**src/rtl/slot_judge_if.sv**
```systemverilog
// Signal bundle between the three-reel sequencer and the reel datapath / display.
// The master side drives the stop/tick pulses and live reel counts; the slave
// side (the sequencer) returns reel gates, latched digits, result flags and score.
interface slot_judge_if;
    logic       i_stop;
    logic       i_tick;
    logic [3:0] i_cnt0;
    logic [3:0] i_cnt1;
    logic [3:0] i_cnt2;
    logic [2:0] o_run;
    logic [3:0] o_d0;
    logic [3:0] o_d1;
    logic [3:0] o_d2;
    logic       o_win;
    logic       o_pair;
    logic       o_ledr;
    logic [3:0] o_score_ones;
    logic [3:0] o_score_tens;

    modport master (
        output i_stop, i_tick, i_cnt0, i_cnt1, i_cnt2,
        input  o_run, o_d0, o_d1, o_d2, o_win, o_pair, o_ledr,
               o_score_ones, o_score_tens
    );

    modport slave (
        input  i_stop, i_tick, i_cnt0, i_cnt1, i_cnt2,
        output o_run, o_d0, o_d1, o_d2, o_win, o_pair, o_ledr,
               o_score_ones, o_score_tens
    );
endinterface

```
**src/rtl/slot_judge.sv**
```systemverilog
// Three-reel slot sequencer: stops reels left-to-right on successive stop
// pulses, latches the stopped digits, judges triple/pair, keeps a saturating
// 2-digit BCD score and drives a status LED that blinks on a jackpot.

// Per-reel lane: gates the reel counter and captures its digit on the stop cycle.
module slot_judge_reel (
    input  logic       clk,
    input  logic       rst,
    input  logic       spin,
    input  logic       stop_now,
    input  logic [3:0] cnt,
    output logic       run,
    output logic [3:0] digit
);
    // Dropping the gate in the stop cycle freezes the reel, so the captured
    // digit is exactly the one on display.
    assign run = spin & ~stop_now;

    // Capture the live count when this reel is the one being stopped.
    always_ff @(posedge clk or posedge rst) begin
        if (rst)           digit <= 4'd0;
        else if (stop_now) digit <= cnt;
    end
endmodule

module slot_judge #(
    parameter int SCORE_PAIR   = 1,
    parameter int SCORE_TRIPLE = 1
) (
    input  logic       clk,
    input  logic       i_sclr,
    slot_judge_if.slave bus
);
    localparam int NUM_REELS = 3;

    typedef enum logic [2:0] {
        IDLE   = 3'd0,
        SPIN3  = 3'd1,
        SPIN2  = 3'd2,
        SPIN1  = 3'd3,
        JUDGE  = 3'd4,
        RESULT = 3'd5
    } state_t;

    state_t state_q, state_d;

    logic [NUM_REELS-1:0]      spin_mask;
    logic [NUM_REELS-1:0]      stop_sel;
    logic [NUM_REELS-1:0]      run_v;
    logic [NUM_REELS-1:0][3:0] cnt_v;
    logic [NUM_REELS-1:0][3:0] dig_v;

    logic       win_q, pair_q, blink_q;
    logic [3:0] ones_q, tens_q;

    logic       triple, pair_only;
    logic [4:0] ones_sum, tens_sum_p, tens_sum_t;
    logic       ones_carry;
    logic [3:0] ones_p;
    logic [3:0] ones_nxt, tens_nxt;

    // State register.
    always_ff @(posedge clk or posedge i_sclr) begin
        if (i_sclr) state_q <= IDLE;
        else        state_q <= state_d;
    end

    // Next state plus which reels spin and which one is being stopped now.
    always_comb begin
        state_d   = state_q;
        spin_mask = '0;
        stop_sel  = '0;
        case (state_q)
            IDLE: begin
                if (bus.i_stop) state_d = SPIN3;
            end
            SPIN3: begin
                spin_mask   = 3'b111;
                stop_sel[0] = bus.i_stop;
                if (bus.i_stop) state_d = SPIN2;
            end
            SPIN2: begin
                spin_mask   = 3'b110;
                stop_sel[1] = bus.i_stop;
                if (bus.i_stop) state_d = SPIN1;
            end
            SPIN1: begin
                spin_mask   = 3'b100;
                stop_sel[2] = bus.i_stop;
                if (bus.i_stop) state_d = JUDGE;
            end
            JUDGE: begin
                state_d = RESULT;
            end
            RESULT: begin
                if (bus.i_stop) state_d = SPIN3;
            end
            default: begin
                state_d = IDLE;
            end
        endcase
    end

    assign cnt_v = {bus.i_cnt2, bus.i_cnt1, bus.i_cnt0};

    for (genvar k = 0; k < NUM_REELS; k++) begin : g_reel
        slot_judge_reel u_reel (
            .clk      (clk),
            .rst      (i_sclr),
            .spin     (spin_mask[k]),
            .stop_now (stop_sel[k]),
            .cnt      (cnt_v[k]),
            .run      (run_v[k]),
            .digit    (dig_v[k])
        );
    end

    // Outcome of the latched digits; raw 4-bit compare, no BCD check needed.
    always_comb begin
        triple    = (dig_v[0] == dig_v[1]) && (dig_v[1] == dig_v[2]);
        pair_only = !triple && ((dig_v[0] == dig_v[1]) ||
                                (dig_v[1] == dig_v[2]) ||
                                (dig_v[0] == dig_v[2]));
    end

    // Saturating BCD score update for the current outcome.
    always_comb begin
        ones_sum   = {1'b0, ones_q} + 5'(SCORE_PAIR);
        ones_carry = (ones_sum > 5'd9);
        ones_p     = ones_carry ? 4'(ones_sum - 5'd10) : ones_sum[3:0];
        tens_sum_p = {1'b0, tens_q} + {4'd0, ones_carry};
        tens_sum_t = {1'b0, tens_q} + 5'(SCORE_TRIPLE);
        ones_nxt   = ones_q;
        tens_nxt   = tens_q;
        if (triple) begin
            if (tens_sum_t > 5'd9) begin
                ones_nxt = 4'd9;
                tens_nxt = 4'd9;
            end else begin
                tens_nxt = tens_sum_t[3:0];
            end
        end else if (pair_only) begin
            if (tens_sum_p > 5'd9) begin
                ones_nxt = 4'd9;
                tens_nxt = 4'd9;
            end else begin
                ones_nxt = ones_p;
                tens_nxt = tens_sum_p[3:0];
            end
        end
    end

    // Result flags and score: judged once in JUDGE, flags dropped when a new game starts.
    always_ff @(posedge clk or posedge i_sclr) begin
        if (i_sclr) begin
            win_q  <= 1'b0;
            pair_q <= 1'b0;
            ones_q <= 4'd0;
            tens_q <= 4'd0;
        end else if (state_q == JUDGE) begin
            win_q  <= triple;
            pair_q <= pair_only;
            ones_q <= ones_nxt;
            tens_q <= tens_nxt;
        end else if (state_q == RESULT && bus.i_stop) begin
            win_q  <= 1'b0;
            pair_q <= 1'b0;
        end
    end

    // Blink phase: starts lit on RESULT entry, toggles per tick unless leaving.
    always_ff @(posedge clk or posedge i_sclr) begin
        if (i_sclr)                                          blink_q <= 1'b0;
        else if (state_q == JUDGE)                           blink_q <= 1'b1;
        else if (state_q == RESULT && bus.i_tick && !bus.i_stop) blink_q <= ~blink_q;
    end

    // LED: steady while spinning, blinking on a jackpot result, dark otherwise.
    always_comb begin
        case (state_q)
            SPIN3, SPIN2, SPIN1: bus.o_ledr = 1'b1;
            RESULT:              bus.o_ledr = win_q & blink_q;
            default:             bus.o_ledr = 1'b0;
        endcase
    end

    assign bus.o_run        = run_v;
    assign bus.o_d0         = dig_v[0];
    assign bus.o_d1         = dig_v[1];
    assign bus.o_d2         = dig_v[2];
    assign bus.o_win        = win_q;
    assign bus.o_pair       = pair_q;
    assign bus.o_score_ones = ones_q;
    assign bus.o_score_tens = tens_q;
endmodule

```
**src/flat_wrapper.sv**
```systemverilog
// flat-port wrapper written by rule: the top's interface ports become plain ports
module slot_judge_flat 
#(
    parameter int SCORE_PAIR   = 1,
    parameter int SCORE_TRIPLE = 1
)
  (clk, i_sclr, bus_i_stop, bus_i_tick, bus_i_cnt0, bus_i_cnt1, bus_i_cnt2, bus_o_run, bus_o_d0, bus_o_d1, bus_o_d2, bus_o_win, bus_o_pair, bus_o_ledr, bus_o_score_ones, bus_o_score_tens);
  slot_judge_if bus_i ();
  input  logic clk;
  input  logic i_sclr;
  input wire logic [$bits(bus_i.i_stop)-1:0] bus_i_stop;
  input wire logic [$bits(bus_i.i_tick)-1:0] bus_i_tick;
  input wire logic [$bits(bus_i.i_cnt0)-1:0] bus_i_cnt0;
  input wire logic [$bits(bus_i.i_cnt1)-1:0] bus_i_cnt1;
  input wire logic [$bits(bus_i.i_cnt2)-1:0] bus_i_cnt2;
  output wire logic [$bits(bus_i.o_run)-1:0] bus_o_run;
  output wire logic [$bits(bus_i.o_d0)-1:0] bus_o_d0;
  output wire logic [$bits(bus_i.o_d1)-1:0] bus_o_d1;
  output wire logic [$bits(bus_i.o_d2)-1:0] bus_o_d2;
  output wire logic [$bits(bus_i.o_win)-1:0] bus_o_win;
  output wire logic [$bits(bus_i.o_pair)-1:0] bus_o_pair;
  output wire logic [$bits(bus_i.o_ledr)-1:0] bus_o_ledr;
  output wire logic [$bits(bus_i.o_score_ones)-1:0] bus_o_score_ones;
  output wire logic [$bits(bus_i.o_score_tens)-1:0] bus_o_score_tens;
  assign bus_i.i_stop = bus_i_stop;
  assign bus_i.i_tick = bus_i_tick;
  assign bus_i.i_cnt0 = bus_i_cnt0;
  assign bus_i.i_cnt1 = bus_i_cnt1;
  assign bus_i.i_cnt2 = bus_i_cnt2;
  assign bus_o_run = bus_i.o_run;
  assign bus_o_d0 = bus_i.o_d0;
  assign bus_o_d1 = bus_i.o_d1;
  assign bus_o_d2 = bus_i.o_d2;
  assign bus_o_win = bus_i.o_win;
  assign bus_o_pair = bus_i.o_pair;
  assign bus_o_ledr = bus_i.o_ledr;
  assign bus_o_score_ones = bus_i.o_score_ones;
  assign bus_o_score_tens = bus_i.o_score_tens;
  slot_judge #(.SCORE_PAIR(SCORE_PAIR), .SCORE_TRIPLE(SCORE_TRIPLE)) u_core (.clk(clk), .i_sclr(i_sclr), .bus(bus_i));
endmodule
```
**config.mk**
```make
export PLATFORM = sky130hd
export DESIGN_NAME = slot_judge_flat
export DESIGN_NICKNAME = d
export VERILOG_FILES = /design/src/rtl/slot_judge_if.sv /design/src/rtl/slot_judge.sv /design/src/flat_wrapper.sv
export SDC_FILE = /design/constraint.sdc
export NUM_CORES = 1
export LEC_CHECK = 0
export ABC_AREA = 0
export CAP_MARGIN = 20
export CORE_UTILIZATION = 54
export DETAILED_ROUTE_END_ITERATION = 16
export HOLD_SLACK_MARGIN = 0.12
export PLACE_DENSITY = 0.85
export SYNTH_ARGS = -nofsm -noshare
export SYNTH_HDL_FRONTEND = slang
export SYNTH_HIERARCHICAL = 1
export SYNTH_SLANG_ARGS = --single-unit
```
**constraint.sdc**
```tcl
create_clock -name clk -period 5.67 [get_ports clk]
set_input_delay 0.567 -clock clk [delete_from_list [all_inputs] [get_ports clk]]
set_output_delay 0.567 -clock clk [all_outputs]
set_load 0.05 [all_outputs]
```
**Yosys cells after proc, flatten, opt, wreduce, memory -nomap -nowiden**

Cells that the tools add are included.

- Word-level logic and storage cells: 79
- Bits in registers: 26
- Bits of input ports: 16
- Output and inout port bits: 26

- Bitwise gates (word level): 8
- $lt $le $gt $ge: 3
- Reductions and logical operators: 18
- Multiplexer cells: 24
- Eq/ne operators: 13
- Add/subtract/negate cells: 4

Operators by type and width:

| cell | number |
|---|---|
| $mux W4 | 9 |
| $gt A5 B4 Y1 const B | 3 |
| $pmux W3 S5 | 1 |
| $eq A4 B4 Y1 | 3 |
| $mux W3 | 4 |
| $add A4 B1 Y5 const B | 2 |
| $pmux W3 S3 | 1 |
| $mux W1 | 8 |
| $ne A2 B2 Y1 const B | 4 |
| $eq A3 B2 Y1 const B | 2 |
| $eq A3 B3 Y1 const B | 2 |
| $reduce_bool A2 Y1 | 3 |
| $add A4 B1 Y5 | 1 |
| $logic_and A1 B1 Y1 | 5 |
| $and A1 B1 Y1 | 4 |
| $not A1 Y1 | 4 |
| $reduce_and A4 Y1 | 1 |
| $sub A4 B4 Y4 const B | 1 |
| $eq A3 B1 Y1 const B | 1 |
| $logic_not A3 Y1 | 1 |
| $reduce_and A3 Y1 | 1 |
| $reduce_or A3 Y1 | 1 |
| $logic_not A1 Y1 | 2 |
| $logic_or A1 B1 Y1 | 2 |
| other kinds (4) | 4 |

**Longest topological paths before layout**

Gate-level depths: netlist of run 1.

- Word-level depth: 7
- Mapped depth: 15
- Gate-level depth less buffers: 15

**By module**

Netlist of run 1, hierarchy kept.

Modules (own cells, without submodules):

| module | sequential area each (um^2) | area an instance (um^2) | instances | cells an instance |
|---|---|---|---|---|
| slot_judge | 350.3 | 1,327.5 | 1 | 148 |
| slot_judge_reel | 100.1 | 157.7 | 3 | 10 |

**Least setup slack after synthesis of run 1**

No wires, ideal clock.

- Kind: reg2reg
- Start: reg u_core.ones_q[0] (netlist: u_core/bus.o_score_ones[0])
- End: reg u_core.ones_q[2] (netlist: u_core/bus.o_score_ones[2])
- Data required time: 5.549 ns
- Arrival time: 3.418 ns
- Stages on the path, launching flop included: 16
- Clock period less this slack: 3.539 ns
- Setup time: 0.121 ns
- Setup slack: 2.131 ns
- Buffers on the path: 0
- Cells stage by stage: dfrtp_1 > inv_1 > ha_1 > inv_1 > ha_1 > nand3b_1 > o41ai_1 > a31oi_1 > inv_1 > ha_1 > ha_1 > nand2b_1 > a31oi_1 > o32ai_1 > nor3_1 > a22o_1

- Cells in the longest elaborated chain, start to end: 7
- Elaborated cells on any way between the ends: 9
- Classes of those cells: add/sub (3); order compare (2); mux (4)

RTL lines:

| what | RTL line | text |
|---|---|---|
| from (decl) | slot_judge.sv:54 | `logic [3:0] ones_q, tens_q;` |
| from (signal assigned) | slot_judge.sv:163 | `ones_q <= ones_nxt;` |
| $add A4 B1 Y5 (*) | slot_judge.sv:128 | `ones_sum = {1'b0, ones_q} + 5'(SCORE_PAIR);` |
| $gt A5 B4 Y1 | slot_judge.sv:129 | `ones_carry = (ones_sum > 5'd9);` |
| $add A4 B1 Y5 | slot_judge.sv:131 | `tens_sum_p = {1'b0, tens_q} + {4'd0, ones_carry};` |
| $gt A5 B4 Y1 | slot_judge.sv:143 | `if (tens_sum_p > 5'd9) begin` |
| $mux W4 (*) | slot_judge.sv:143 |  |
| $mux W4 (*) | slot_judge.sv:142 | `end else if (pair_only) begin` |
| $mux W4 (*) | slot_judge.sv:135 | `if (triple) begin` |

Mark *: on every way between the ends. The rest lies on a longest branch, timed or not. The select of a mux whose other input is x is not followed.
A chain may end at the register's enable or synchronous reset.

**Final worst setup path of run 1**

Same ends and word-level chain as after synthesis.

==> metrics.md, run 1 <==
| Metric | Value |
|---|---|
| CTS tree | `built` |
| Post-synth EDFFs | `0` |
| Layout cells sized above 1 | `0.1389` |
| Fmax | `0.2704 GHz` |
| DIE AREA | `3569 um2` |
| CP endpoint kind | `register` |
| Placed wire-length estimate | `3038 um` |
| Outcome | `finished, final reports clean` |
| Cells after synthesis | `178` |
| WL met2 | `2018 um` |
| Top layer in use | `met4` |
| Post-synth net total | `201` |
| Total track usage | `0.2470` |
| Final Hold Fails | `0` |
| Fillers | `239` |
| Critical path's largest stage delay | `0.55 ns` |
| Routed len/inst | `15.18 um` |
| Clock Tree Buf Depth | `2` |
| First-pass GRT wire length | `6748 um` |
| Post-Layout Cell Count | `260` |
| Worst path top cell family by delay | `compound AO/OA/AOI/OAI gates` |
| CP Max Fanout | `7` |
| Setup-failing EPs final | `0` |
| Vias per cell | `5.827` |
| RSZ-0062 raised after global routing | `false` |
| Initial antenna violation count | `0` |
| GR Overflow Total | `0` |
| Hold-fix buffers, CTS | `0` |
| Routed length on met3 | `233 um` |
| Leak | `0.9233 nW` |
| Layout area overhead | `25.57%` |
| Most frequent cells in the layout | `41 x clkdlybuf4s50_1, 26 x dfrtp_1, 16 x inv_1, 12 x xnor2_1, 12 x mux2_2` |
| Post-synthesis cell type count | `53` |
| Critical Path AT | `3.92 ns` |
| Net Sw Frac | `0.5238` |
| Measured slew at the worst slew-check pin | `1.025 ns` |
| Wire length on met1 | `1606 um` |
| Cell Pwr Density | `611.2 nW/um2` |
| Main flop type after synthesis | `dfrtp_1` |
| Max capacitance violation total | `0` |
| Top cell type's share of synthesized area | `0.3614` |
| Initial Utilization | `0.5802` |
| Crit Path Category | `reg2reg` |
| DP Cell Count | `257` |
| CP dominant cell by count | `ha_1` |
| Postcts setup bufs | `0` |
| Synth Warn # | `6` |
| Syn Area/Cell | `10.12 um2` |
| Critical Path RT | `5.89 ns` |
| Area of the mapped netlist | `1800 um2` |
| Comb power frac | `0.660` |
| Die width | `59.74 um` |
| Post-CTS Resized | `0` |
| Vias | `1,515` |
| Clk root buf | `clkbuf_4` |
| Reg power frac | `0.285` |
| Nets | `241` |
| Total wire length | `3948 um` |
| Synth area leader | `dfrtp_1` |
| Ranking of synthesized cells by area | `dfrtp_1 36%, mux2_2 7.5%, xnor2_1 5.8%` |
| Peak supply drop | `0.4137 mV` |
| #FFs+latches synth | `26` |
| P_int | `0.0006581 W` |
| # DRC | `0` |
| Clock sinks | `26` |
| Row count | `20` |
| Fin crit share | `0.6523` |
| Overall power | `0.001382 W` |
| Port buffer count | `41` |
| Crit path buf inv count | `1` |
| Clock skew | `0.005964 ns` |
| Pins Over Slew Limit | `0` |
| Max_slew headroom | `0.3077` |
| Htree depth | `1` |
| Antenna diodes | `0` |
| DIE HEIGHT | `59.74 um` |
| DRT Pass-1 Iters | `4` |
| Final estimated routing congestion in global placement | `0.8583` |
| Fin util | `0.7286` |
| Synth async-reset ratio | `1.000` |
| Clk_lat worst skew | `0.31 ns` |
| Clk slew on worst S/H paths | `0.13 ns` |
| NetSw | `0.0007237 W` |
| CTS Buf Count | `3` |
| I/O pin total | `42` |
| Core box area | `3103 um2` |
| Register area share after synthesis | `0.3614` |
| Largest net degree at the start of global routing | `15` |
| Clock share of power | `0.055` |
| Critical path cell sequence | `ha_1 > xnor2_1 > ha_1 > nand3b_1 > o41ai_1 > a31oi_1 > inv_1 > ha_1 > ha_1 > nand2b_1 > a31oi_1 > o32ai_1 > nor3_1 > a22o_1` |
| HP Class | `in2async` |
| Antenna viol nets, final | `0` |
| Setup crit start kind | `register` |
| Setup_tns | `0 ns` |
| Crit path time final | `3.698 ns` |
| Slowest cell on crit path | `o32ai_1` |
| Starting DRT DRC Count | `107` |
| Commonest non-fill, non-tap cell in the layout | `clkdlybuf4s50_1` |
| Vias in the first global route | `1,565` |
power by group through the flow:
stage                     Combinational (W)  Clock (W)  Sequential [W]
final                              0.000912  0.0000754        0.000394
after global routing               0.000970  0.0000880        0.000412
after CTS                          0.000917  0.0000793        0.000397
after detailed placement           0.000912          0        0.000400
after global placement             0.000889          0        0.000393
after floorplan                    0.000492          0        0.000559
cells by family after synthesis:
family	Yosys count	synth area share
mux	14	0.08617
xor+xnor	17	0.09937
buf+inv	22	0.04864
flops	26	0.3614
simple gates	49	0.1758
fa+ha+maj	7	0.04864
compound gates	43	0.1800
synthesized netlist by cell type (2+ instances only):
cell type	n
o21ai_0	10
a22o_1	2
nand2b_1	2
nand4_1	2
ha_1	7
clkbuf_1	4
nor3_1	3
dfrtp_1	26
a31oi_1	4
mux2_2	12
nor2b_1	6
nand3b_1	2
or2_2	2
nor3b_1	2
xnor2_2	4
nand4b_1	2
and2_1	2
a41oi_1	2
nand2_1	7
a21oi_1	7
mux2i_1	2
xnor2_1	12
nor2_1	7
inv_1	16
and2b_2	3
nand3_1	3
flip-flops by register name (all words and copies together) (netlist names):
name and count:
u_core/bus.o_score_tens 4, u_core/blink_q 1, u_core/g_reel.u_reel/digit 12, u_core/bus.o_win 1, u_core/state_q 3, u_core/bus.o_score_ones 4, u_core/bus.o_pair 1
final timing paths:
path / start / to / slack (ns) / depth (start not counted)
min reg2reg: u_core/bus.o_pair$_DFFE_PP0P_ / u_core/bus.o_pair$_DFFE_PP0P_ / 0.53 / 1
min in group clk: u_core/bus.o_pair$_DFFE_PP0P_ / u_core/bus.o_pair$_DFFE_PP0P_ / 0.53 / 1
min: i_sclr / u_core/g_reel[0].u_reel/digit[1]$_DFFE_PP0P_ / 0.53 / 2
max: u_core/bus.o_score_ones[0]$_DFFE_PP0P_ / u_core/bus.o_score_ones[2]$_DFFE_PP0P_ / 1.97 / 14
max in group asynchronous: i_sclr / u_core/bus.o_win$_DFFE_PP0P_ / 4.57 / 2
max reg2reg: u_core/bus.o_score_ones[0]$_DFFE_PP0P_ / u_core/bus.o_score_ones[2]$_DFFE_PP0P_ / 1.97 / 14
metal layers:
layer,up-vias,GRT usage
li1,720,-
met4,0,0.1030
met2,66,0.4302
met1,716,0.2959
met3,13,0.04762
met5,-,0
through the flow:
stage	area (um2)	hold slack [ns]	setup WS [ns]
CTS	2261	0.5205	2.029
global route	2261	0.5495	1.722
finish	2261	0.5256	1.972
global placement	2238	0.4865	2.119
detailed placement	2238	0.4996	2.047
floorplan	1800	0.3331	2.131
area by class of cell:
cell class	count	area, um2	share of cell area
inverter	16	60.06	0.02656
sequential	26	650.6	0.2878
multi-input combinational	130	1062	0.4698
tap	44	55.05	0.02435
timing repair buffer	41	410.4	0.1815
clock buffer	3	22.52	0.009961
Note: power is estimated with default switching activity, not from simulation.
==> inputs of run 2 (changes only) <==
--- a/config.mk
+++ b/config.mk
@@ -7,10 +7,10 @@
 export LEC_CHECK = 0
 export ABC_AREA = 0
 export CAP_MARGIN = 20
-export CORE_UTILIZATION = 54
+export CORE_UTILIZATION = 45
 export DETAILED_ROUTE_END_ITERATION = 16
 export HOLD_SLACK_MARGIN = 0.12
-export PLACE_DENSITY = 0.85
+export PLACE_DENSITY = 0.76
 export SYNTH_ARGS = -nofsm -noshare
 export SYNTH_HDL_FRONTEND = slang
 export SYNTH_HIERARCHICAL = 1
==> constraint.sdc (replaced) <==
create_clock -name clk -period 3.2 [get_ports clk]
set_input_delay 0.32 -clock clk [delete_from_list [all_inputs] [get_ports clk]]
set_output_delay 0.32 -clock clk [all_outputs]
set_load 0.05 [all_outputs]
==> metrics.md, run 2 (synthesis gave the netlist of run 1 again) <==
| Metric | Value |
|---|---|
| Crit Path Category | `reg2reg` |
| Min Hold Slack | `0.3017 ns` |
| Fin util | `0.6671` |
| Measured slew at the worst slew-check pin | `0.5984 ns` |
| Vias per cell | `5.617` |
| Placed Area | `2301 um2` |
| DIE HEIGHT | `65.26 um` |
| Most flop-heavy register | `u_core/g_reel.u_reel/digit` |
| Clk_lat worst skew | `0.28 ns` |
| Antenna viol nets, final | `0` |
| Area of the multi-input gates | `1179 um2` |
| Htree depth | `1` |
| Fillers | `301` |
| Leak | `1.001 nW` |
| CP Launch Point | `u_core/bus.o_score_ones[0]$_DFFE_PP0P_` |
| Final Hold Fails | `0` |
| Fin crit share | `0.9749` |
| Total track usage | `0.2235` |
| Layout cells sized above 1 | `0.2576` |
| Reg power frac | `0.265` |
| Die width | `65.26 um` |
| Critical path cell sequence | `inv_1 > ha_1 > inv_2 > ha_2 > nand3b_1 > o41ai_4 > a31oi_4 > inv_2 > ha_4 > ha_2 > o21a_1 > nor2_2 > o32ai_4 > nor3_2 > a22o_1` |
| Peak supply drop | `0.6791 mV` |
| HP Class | `in2async` |
| DP Cell Count | `266` |
| Vias | `1,556` |
| Starting DRT DRC Count | `124` |
| Clk slew on worst S/H paths | `0.09 ns` |
| Net Sw Frac | `0.5137` |
| Sequential cell area | `653.1 um2` |
| NetSw | `0.001345 W` |
| Busiest grt layer | `met2` |
| Fmax | `0.3205 GHz` |
| P_int | `0.001273 W` |
| Grt met2 use | `0.4046` |
| Critical Path RT | `3.38 ns` |
| Routed len/inst | `15.65 um` |
| Critical path's largest stage delay | `0.41 ns` |
| Final estimated routing congestion in global placement | `0.7888` |
| Crit path buf inv count | `3` |
| Commonest non-fill, non-tap cell in the layout | `clkdlybuf4s50_1` |
| Clock share of power | `0.075` |
| Fin area | `2497 um2` |
| CTS tree | `built` |
| Core box area | `3744 um2` |
| GR Overflow Total | `0` |
| Placed wire-length estimate | `3264 um` |
| Max capacitance violation total | `0` |
| Max_slew headroom | `0.6011` |
| Cell Pwr Density | `1048 nW/um2` |
| Clock skew | `0.005432 ns` |
| Reg2reg start | `u_core/bus.o_score_ones[0]$_DFFE_PP0P_` |
| Post-Layout Cell Count | `277` |
| Row count | `22` |
| DIE AREA | `4258 um2` |
| Layout area overhead | `38.71%` |
| Clock sinks | `26` |
| Slowest cell on crit path | `dfrtp_2` |
| Pins Over Slew Limit | `0` |
| CP Max Fanout | `5` |
| Most frequent cells in the layout | `41 x clkdlybuf4s50_1, 24 x dfrtp_1, 14 x inv_1, 12 x buf_4, 12 x mux2_2` |
| CP endpoint kind | `register` |
| Initial Utilization | `0.4809` |
| # DRC | `0` |
| CTS Buf Count | `3` |
| Total wire length | `4336 um` |
| Antenna diodes | `0` |
| Max reg flops | `12` |
| Clk root buf | `clkbuf_8` |
| Crit path time final | `3.120 ns` |
| Largest net degree at the start of global routing | `15` |
| Nets | `253` |
| Setup crit start kind | `register` |
| Clock Tree Buf Depth | `2` |
| Port buffer count | `41` |
| Setup-failing EPs final | `0` |
| I/O pin total | `42` |
| Critical Path AT | `3.30 ns` |
| First-pass GRT wire length | `7265 um` |
| Vias in the first global route | `1,620` |
| Routing usage on met1 | `0.2591` |
| DRT Pass-1 Iters | `4` |
| Grt met3 use | `0.02257` |
| Worst path top cell family by delay | `compound AO/OA/AOI/OAI gates` |
| Comb power frac | `0.660` |
| Initial antenna violation count | `0` |
| Outcome | `finished, final reports clean` |
run 2: changes by cell type in the layout (fill, tap and decap cells not counted), sizes merged:
| cell | change |
|---|---|
| buf | +12 |
| clkbuf | +1 |
run 2: metrics by stage:
stage          power, W  worst slack (ns)  TNS (ns)
5_1_grt        0.002761          -0.04131  -0.07742
6_report       0.002618           0.08026         0
4_1_cts        0.002609           0.01095         0
3_3_place_gp   0.002316           0.05272         0
3_5_place_dp   0.002376           -0.1510   -0.4292
2_1_floorplan  0.001873           0.01562         0
run 2: layer usage:
metal | share of wire | routed length (um) | vias up
met5 | 0 | 0 | -
met4 | 0.024 | 102 | 0
met3 | 0.030 | 130 | 9
met2 | 0.54 | 2325 | 40
met1 | 0.41 | 1777 | 761
li1 | - | - | 746
run 2: area by class of cell:
type | instances | area share
flip-flops and latches | 26 | 0.2615
clock buffers | 4 | 0.01804
multi-input cells | 130 | 0.4719
repair buffers | 53 | 0.2004
well taps | 48 | 0.02405
inverters | 16 | 0.02405
run 2: worst paths after layout:
kind | to | slack (ns) | cells past startpoint
max | u_core/bus.o_score_ones[2]$_DFFE_PP0P_ | 0.08 | 15
min | u_core/g_reel[2].u_reel/digit[0]$_DFFE_PP0P_ | 0.30 | 2
max reg2reg | u_core/bus.o_score_ones[2]$_DFFE_PP0P_ | 0.08 | 15
min reg2reg | u_core/bus.o_pair$_DFFE_PP0P_ | 0.51 | 1
max in group asynchronous | u_core/bus.o_score_ones[1]$_DFFE_PP0P_ | 2.31 | 2
min in group clk | u_core/bus.o_pair$_DFFE_PP0P_ | 0.51 | 1
run 2: timing repair:
action / CTS / global route
hold buffers: 0 / 0
endpoints found under the setup margin: 7 / 7
resized for setup: 8 / 9
buffers inserted: 4 / 3
pin swaps: 3 / 4
run 2: power by group through the flow:
stage | clock network [W] | logic (W) | registers [W]
after CTS | 0.000202 | 0.00172 | 0.000691
final | 0.000197 | 0.00173 | 0.000694
after global placement | 0 | 0.00163 | 0.000690
after floorplan | 0 | 0.000881 | 0.000992
after detailed placement | 0 | 0.00167 | 0.000702
after global routing | 0.000213 | 0.00182 | 0.000724
==> inputs of run 3 (changes only) <==
==> constraint.sdc (replaced) <==
create_clock -name clk -period 2.67 [get_ports clk]
set_input_delay 0.267 -clock clk [delete_from_list [all_inputs] [get_ports clk]]
set_output_delay 0.267 -clock clk [all_outputs]
set_load 0.05 [all_outputs]
==> metrics.md, run 3 (synthesis gave the netlist of run 1 again) <==
| Metric | Value |
|---|---|
| NetSw | `0.001645 W` |
| Max_slew headroom | `0.6014` |
| Critical Path RT | `2.85 ns` |
| Measured slew at the worst slew-check pin | `0.5978 ns` |
| Clock share of power | `0.081` |
| Vias in the first global route | `1,544` |
| Htree depth | `1` |
| Max capacitance violation total | `0` |
| HP Class | `in2async` |
| Crit path time final | `2.919 ns` |
| Final estimated routing congestion in global placement | `0.8586` |
| Clock Tree Buf Depth | `2` |
| CTS Buf Count | `3` |
| Violated checks | `setup timing` |
| CTS tree | `built` |
| CP endpoint kind | `register` |
| Area of the multi-input gates | `1231 um2` |
| Nets | `268` |
| Clock sinks | `26` |
| DP Cell Count | `281` |
| Most flop-heavy register | `u_core/g_reel.u_reel/digit` |
| Clock skew | `0.003177 ns` |
| Busiest grt layer | `met2` |
| Post-Layout Cell Count | `292` |
| Min Hold Slack | `0.2406 ns` |
| Net Sw Frac | `0.5017` |
| Initial antenna violation count | `0` |
| Critical path's largest stage delay | `0.51 ns` |
| Sequential cell area | `656.9 um2` |
| Leak | `1.087 nW` |
| Layout cells sized above 1 | `0.3402` |
| Most frequent cells in the layout | `39 x clkdlybuf4s50_1, 28 x buf_4, 23 x dfrtp_1, 12 x inv_1, 12 x mux2_2` |
| RSZ-0062 raised after global routing | `true` |
| Grt met2 use | `0.3724` |
| Total wire length | `4419 um` |
| Crit path buf inv count | `2` |
| Port buffer count | `41` |
| Largest net degree at the start of global routing | `15` |
| Setup-failing EPs final | `8` |
| Final Hold Fails | `0` |
| Fmax | `0.3426 GHz` |
| Crit Path Category | `reg2reg` |
| Hold-fix buffers, CTS | `0` |
| Setup_tns | `-1.515 ns` |
| Fin crit share | `1.093` |
| Antenna diodes | `0` |
| Critical Path AT | `3.10 ns` |
| Peak supply drop | `0.9312 mV` |
| DRT Pass-1 Iters | `5` |
| Starting DRT DRC Count | `109` |
| Die width | `65.26 um` |
| Layout area overhead | `48.71%` |
| GR Overflow Total | `0` |
| Vias per cell | `5.524` |
| CP dominant cell by count | `ha_4` |
| I/O pin total | `42` |
| Routing usage on met1 | `0.3125` |
| Fillers | `279` |
| Slowest cell on crit path | `dfrtp_4` |
| CP Max Fanout | `3` |
| Reg power frac | `0.252` |
| P_int | `0.001634 W` |
| Clk slew on worst S/H paths | `0.09 ns` |
| Placed wire-length estimate | `3309 um` |
| Max reg flops | `12` |
| Total track usage | `0.2304` |
| Core box area | `3744 um2` |
| Worst path top cell family by delay | `compound AO/OA/AOI/OAI gates` |
| Outcome | `complete, but fails checks` |
| Initial Utilization | `0.4809` |
| Clk root buf | `clkbuf_8` |
| Grt met3 use | `0.03299` |
| Fin area | `2678 um2` |
| Overall power | `0.003279 W` |
| Comb power frac | `0.667` |
| Row count | `22` |
| Critical path cell sequence | `ha_4 > xnor2_4 > ha_4 > inv_2 > a31o_1 > a31oi_2 > inv_1 > ha_4 > ha_4 > o21a_1 > nor2_2 > o32ai_4 > nor3_2 > a22o_1` |
| Commonest non-fill, non-tap cell in the layout | `clkdlybuf4s50_1` |
| First-pass GRT wire length | `7452 um` |
| DIE AREA | `4258 um2` |
| Setup crit start kind | `register` |
| Pins Over Slew Limit | `0` |
| Placed Area | `2500 um2` |
| Final worst slack | `-0.2490 ns` |
| DIE HEIGHT | `65.26 um` |
| # DRC | `0` |
| Routed len/inst | `15.13 um` |
| Cell Pwr Density | `1224 nW/um2` |
| Antenna viol nets, final | `0` |
| Vias | `1,613` |
| Clk_lat worst skew | `0.28 ns` |
run 3: changes by cell type in the layout (fill, tap and decap cells not counted), sizes merged:
cell / before / now
buf: 12 / 29
clkdlybuf4s50: 41 / 39
run 3: power by group through the flow:
| stage | Clock [W] | Combinational, W | Sequential, W |
|---|---|---|---|
| 4_1_cts | 0.000269 | 0.00218 | 0.000831 |
| 3_5_place_dp | 0 | 0.00213 | 0.000833 |
| 3_3_place_gp | 0 | 0.00209 | 0.000821 |
| 6_report | 0.000265 | 0.00219 | 0.000826 |
| 2_1_floorplan | 0 | 0.00111 | 0.00120 |
| 5_1_grt | 0.000292 | 0.00231 | 0.000860 |
run 3: through the flow:
stage / util / setup WS [ns]
finish: 0.7152 / -0.2490
global route: 0.7152 / -0.3552
CTS: 0.7055 / -0.2426
detailed placement: 0.6678 / -0.3507
global placement: 0.6678 / -0.1380
floorplan: - / -0.3121
run 3: layout make-up:
cell class | instances | share of cell area
clock buffer | 4 | 0.02056
multi-input combinational | 130 | 0.4598
inverter | 16 | 0.02336
sequential | 26 | 0.2453
timing repair buffer | 68 | 0.2285
tap | 48 | 0.02243
run 3: repair_timing:
action	CTS	global route
cloned	0	0
gates resized for setup	10	3
setup buffers	4	3
pin swaps	3	3
endpoints found under the setup margin	8	8
run 3: metal layers:
metal	vias up	wire length, um	share of wire
li1	781	-	-
met1	790	2015	0.46
met2	35	2184	0.49
met3	7	149	0.034
met4	0	70	0.016
met5	-	0	0
run 3: path summary, 6_finish.rpt:
path | startpoint | endpoint | slack, ns | cells after the start
worst min register to register | u_core/bus.o_pair$_DFFE_PP0P_ | u_core/bus.o_pair$_DFFE_PP0P_ | 0.51 | 1
min in group clk | u_core/bus.o_pair$_DFFE_PP0P_ | u_core/bus.o_pair$_DFFE_PP0P_ | 0.51 | 1
worst min-delay path | i_sclr | u_core/g_reel[0].u_reel/digit[0]$_DFFE_PP0P_ | 0.24 | 2
worst max register to register | u_core/bus.o_score_ones[0]$_DFFE_PP0P_ | u_core/bus.o_score_ones[2]$_DFFE_PP0P_ | -0.25 | 14
worst max-delay path | u_core/bus.o_score_ones[0]$_DFFE_PP0P_ | u_core/bus.o_score_ones[2]$_DFFE_PP0P_ | -0.25 | 14
max in group asynchronous | i_sclr | u_core/bus.o_score_ones[0]$_DFFE_PP0P_ | 1.82 | 2
